<file path="config.mk">
export PLATFORM = sky130hd
export DESIGN_NAME = rx_data_path
export DESIGN_NICKNAME = d
export VERILOG_FILES = /design/src/rtl/rx_data_path.sv
export SDC_FILE = /design/constraint.sdc
export NUM_CORES = 1
export LEC_CHECK = 0
export CAP_MARGIN = 20
export CORE_ASPECT_RATIO = 0.8
export CORE_MARGIN = 2
export CORE_UTILIZATION = 35
export DETAILED_ROUTE_END_ITERATION = 10
export GPL_TIMING_DRIVEN = 0
export PLACE_DENSITY = 0.62
export SLEW_MARGIN = 0
export SYNTH_ARGS = -nofsm -noshare
export SYNTH_HDL_FRONTEND = slang
export SYNTH_SLANG_ARGS = --single-unit
</file>
<file path="constraint.sdc">
create_clock -name clk -period 1.9 [get_ports clk]
set_input_delay 0.38 -clock clk [delete_from_list [all_inputs] [get_ports clk]]
set_output_delay 0.38 -clock clk [all_outputs]
set_load 0.005 [all_outputs]
</file>
<file path="src/rtl/rx_data_path.sv">
// UART receive data path: shift register, frame remap by format, and sticky status flags.
// Sequencing (btu/start/done) comes from the separate receive control block.
module rx_data_path (
  input  logic       clk,
  input  logic       rst,
  input  logic       rx,
  input  logic       btu,
  input  logic       start,
  input  logic       done,
  input  logic       eight,
  input  logic       pen,
  input  logic       ohel,
  input  logic       read_rx,
  output logic [7:0] rx_data,
  output logic       rxrdy,
  output logic       perr,
  output logic       ferr,
  output logic       ovf
);

  logic [9:0] sr;
  logic [7:0] data_remap;
  logic       par_bit;
  logic       stop_bit;
  logic       par_err;
  logic       frame_err;

  // Bits enter at the top, so a short frame leaves its first data bit higher up in sr.
  always_comb begin
    data_remap = 8'h00;
    par_bit    = 1'b0;
    case ({eight, pen})
      2'b11: begin
        data_remap = sr[7:0];
        par_bit    = sr[8];
      end
      2'b10: data_remap = sr[8:1];
      2'b01: begin
        data_remap = {1'b0, sr[7:1]};
        par_bit    = sr[8];
      end
      default: data_remap = {1'b0, sr[8:2]};
    endcase
  end

  assign stop_bit  = sr[9];
  assign par_err   = pen & (par_bit ^ (^data_remap) ^ ohel);
  assign frame_err = ~stop_bit;

  // The start-bit centre btu arrives with start=1 and must not shift.
  always_ff @(posedge clk or posedge rst) begin
    if (rst) begin
      sr <= 10'd0;
    end else if (done) begin
      sr <= 10'd0;
    end else if (btu && !start) begin
      sr <= {rx, sr[9:1]};
    end
  end

  always_ff @(posedge clk or posedge rst) begin
    if (rst) begin
      rx_data <= 8'h00;
    end else if (done) begin
      rx_data <= data_remap;
    end
  end

  // A read coincident with done clears the old flags before the new frame's flags apply.
  always_ff @(posedge clk or posedge rst) begin
    if (rst) begin
      rxrdy <= 1'b0;
      perr  <= 1'b0;
      ferr  <= 1'b0;
      ovf   <= 1'b0;
    end else if (done) begin
      rxrdy <= 1'b1;
      perr  <= (perr & ~read_rx) | par_err;
      ferr  <= (ferr & ~read_rx) | frame_err;
      ovf   <= (ovf | rxrdy) & ~read_rx;
    end else if (read_rx) begin
      rxrdy <= 1'b0;
      perr  <= 1'b0;
      ferr  <= 1'b0;
      ovf   <= 1'b0;
    end
  end

endmodule

</file>
==> flow_metrics.py <==
metrics = {
    "timing": {
        "fmax_mhz": 522,
        "grt_setup_unrepaired": "yes",
        "period_share": 1.01,
        "relSlewSlack": 0.430,
        "timing.hold.ws_ns": 0.477,
        "final_period_minus_worst_setup_slack_ns": 1.92,
        "report.final.slew_viol_count": 0,
        "final.setup_skew_ns": 0.00351,
        "setup_ws_final_ns": -0.0171,
        "hold_viol_final": 0,
        "setup_violations": 1,
        "timing_worst_slew_pin_value_ns": 0.854,
    },
    "cts": {
        "cts-root-to-sink-buffers": 2,
        "clock_latency_on_the_worst_skew_pair_ns": 0.26,
        "clock_tree.root_cell": "clkbuf_8",
        "tritoncts_clock_tree": "built",
        "postCtsHoldBufs": 0,
        "cts-buffers-inserted": 3,
        "clock-sinks": 22,
        "clk_pin_slew_worst_paths_ns": 0.08,
        "h-tree-depth": 1,
    },
    "setup_path": {
        "reg2regPathDepth": 7,
        "worstSetupEndpointType": "flip-flop",
        "startpoint_to_endpoint_class_of_the_critical_path": "in2reg",
        "crit_required_ns": 2.05,
        "crit_fanout": 5,
        "worst_ep_arrival_time_ns": 2.07,
        "critical_path_startpoint_category": "input pin",
        "worst_r2r_startpoint": "sr[3]",
        "reg2reg_to": "perr",
        "timing.reg2reg.setup_slack_ns": 0,
    },
    "drt": {
        "drtPass1Iterations": 4,
        "drt-wirelength-per-cell_um": 13.2,
        "detail_route.wirelength_um": 2850,
        "post_dr_vias_cell": 5.07,
        "ant_nets": 0,
        "vias": 1096,
        "drt-initial-drc-count": 58,
        "post_detailed_route_drc_marker_count": 0,
    },
    "layout": {
        "fillCellCount": 322,
        "final-seq-area_um2": 554,
        "post_route_cells_drive_above_1_share": 0.184,
        "final_cell_count_no_fill": 216,
        "multiInputGateArea_um2": 717,
        "stdcell_area_um2": 1700,
        "finish.net_count": 185,
        "flow.area_growth_from_synthesis_pct": 31.7,
        "antenna-diode-count": 0,
        "most_common_cell_after_layout_fill_and_taps_aside": "nand2_1",
        "final_cell_mix": "29 x nand2_1, 19 x dfrtp_1, 17 x clkdlybuf4s50_1, 15 x a21oi_1, 7 x inv_1",
    },
    "min_path": {
        "hold_path.startpoint": "sr[9]",
        "min_path_cells": 1,
        "holdCritPathClass": "reg2reg",
        "hold_path_endpoint": "ferr",
    },
    "status": {
        "run_status": "finished, violations left",
        "violated_checks": "negative setup slack",
    },
    "grt": {
        "grt_max_degree": 23,
        "grt_pass1_wl_um": 4970,
        "number_of_global_route_vias_before_repair": 1111,
        "global_route.usage.total": 0.154,
        "number_of_antenna_violations_at_the_first_check_in_global_routing": 0,
        "overflow": 0,
    },
    "placement": {
        "routabilityCongestion": 0.882,
        "dpl_cell_area_um2": 1540,
        "placed_cells": 208,
        "hpwl_um": 1980,
        "io_buffers": 20,
    },
    "floorplan": {
        "placementRows": 19,
        "die_height_um": 58.3,
        "die_x_um": 71.9,
        "num_io_pins": 22,
        "core_region_area_um2": 3470,
        "initial_util": 0.372,
        "design.die.area_um2": 4190,
    },
    "logic_synthesis": {
        "ys_ff_latch": 22,
        "synth_area_leader_cell": "dfrtp_1",
        "syn_area_um2": 1290,
        "synth.lib_cells_used.distinct": 30,
        "mappedNetlistNets": 156,
        "avgSynthCellArea_um2": 8.84,
        "synth_sequential_area_ratio": 0.426,
        "synth.top_cells.by_area": "dfrtp_1 43%, nand2_1 8.7%, a21oi_1 5.8%, mux2_2 5.2%, mux2i_1 4.7%",
        "post_synth_inst_count": 146,
        "yosys.area.top_type_share": 0.426,
        "ys_warn_count": 0,
    },
    "job": {
        "timing.max_cap.violations": 0,
    },
    "power_and_ir_drop": {
        "vdd.ir_drop.worst_uv": 366,
        "total_power_density_per_cell_area_nw_per_um2": 586,
        "leakage_uw": 0.000739,
    },
}
==> state kept, by name (all words and copies together), names as in the netlist <==
| signal | cells |
|---|---|
| ovf | 1 |
| perr | 1 |
| rx_data | 8 |
| ferr | 1 |
| rxrdy | 1 |
| sr | 10 |
==> stage by stage <==
stage	TNS (ns)	power, uW	utilization	setup slack [ns]
after global placement	-2.59	655	0.445	-0.531
after detailed placement	-2.72	659	0.445	-0.585
after floorplan	0	585	-	0.105
after global routing	-0.0961	1060	0.490	-0.0961
after CTS	-0.0591	1010	0.484	-0.0591
final	-0.0171	996	0.490	-0.0171
==> power by group <==
part | leakage [uW] | internal (uW) | switching (uW) | total (uW)
Clock | 0.0000288 | 185 | 150 | 335
Combinational | 0.000422 | 85.7 | 78.8 | 164
Sequential | 0.000289 | 486 | 11.0 | 497
Total | 0.000739 | 756 | 240 | 996
==> Yosys cell counts <==
cell type	number
nand2_1	30
dfrtp_1	22
a21oi_1	15
clkbuf_1	9
inv_1	7
mux2_2	6
mux2i_1	6
o21ai_0	6
xnor2_1	6
xor2_1	5
nor2_1	4
nand2b_1	3
nor2b_1	3
nor3_1	3
a211oi_1	2
a21o_1	2
and2_1	2
o2bb2ai_1	2
o311ai_0	2
a221oi_1	1
a32o_1	1
a32oi_1	1
buf_1	1
buf_2	1
buf_6	1
nand3_1	1
nand3b_1	1
o21ai_1	1
o22ai_1	1
xnor3_1	1
==> worst max-delay path by stage <==
stage	from	slack, ns	end	depth (start not counted)
detailed placement	pen	-0.59	perr	8
CTS	sr[3]	-0.06	perr	6
global route	sr[3]	-0.1	perr	7
global placement	pen	-0.53	perr	8
floorplan	sr[8]	0.10	perr	6
finish	pen	-0.02	perr	9
==> what timing repair did <==
action / in CTS / in global routing
buffers inserted: 6 / 0
pin swaps: 6 / 4
cloned: 0 / 0
setup endpoints to repair: 7 / 2
resized for setup: 12 / 8
==> layer usage <==
| metal | global-route usage | vias up | share of wire |
|---|---|---|---|
| met4 | 0.0593 | 0 | 0.0081 |
| met3 | 0.0531 | 5 | 0.046 |
| met5 | 0 | - | 0 |
| met1 | 0.205 | 515 | 0.51 |
| met2 | 0.231 | 27 | 0.44 |
| li1 | - | 549 | - |
==> critical path: stages <==
cell	delay (ns)
dlygate4sd2_1	0.26
buf_6	0.13
buf_4	0.15
nand2_2	0.08
nor2_1	0.07
a211oi_2	0.29
xnor2_2	0.16
xnor3_1	0.32
a32o_1	0.23
==> cells by family (layout without fill, tap and decap cells) <==
group,Yosys count,after routing,share of synthesized area
simple gates,47,47,0.159
xor+xnor,12,12,0.0921
buf+inv,19,47,0.0620
compound gates,34,34,0.162
flops,22,22,0.426
mux,12,12,0.0988
==> area by class of cell <==
type | instances | share of cell area
tap | 42 | 0.0309
sequential | 22 | 0.326
clock buffer | 4 | 0.0324
inverter | 7 | 0.0155
multi-input combinational | 105 | 0.422
buffer | 10 | 0.0287
timing repair buffer | 26 | 0.145
(Power assumes the default switching activity.)
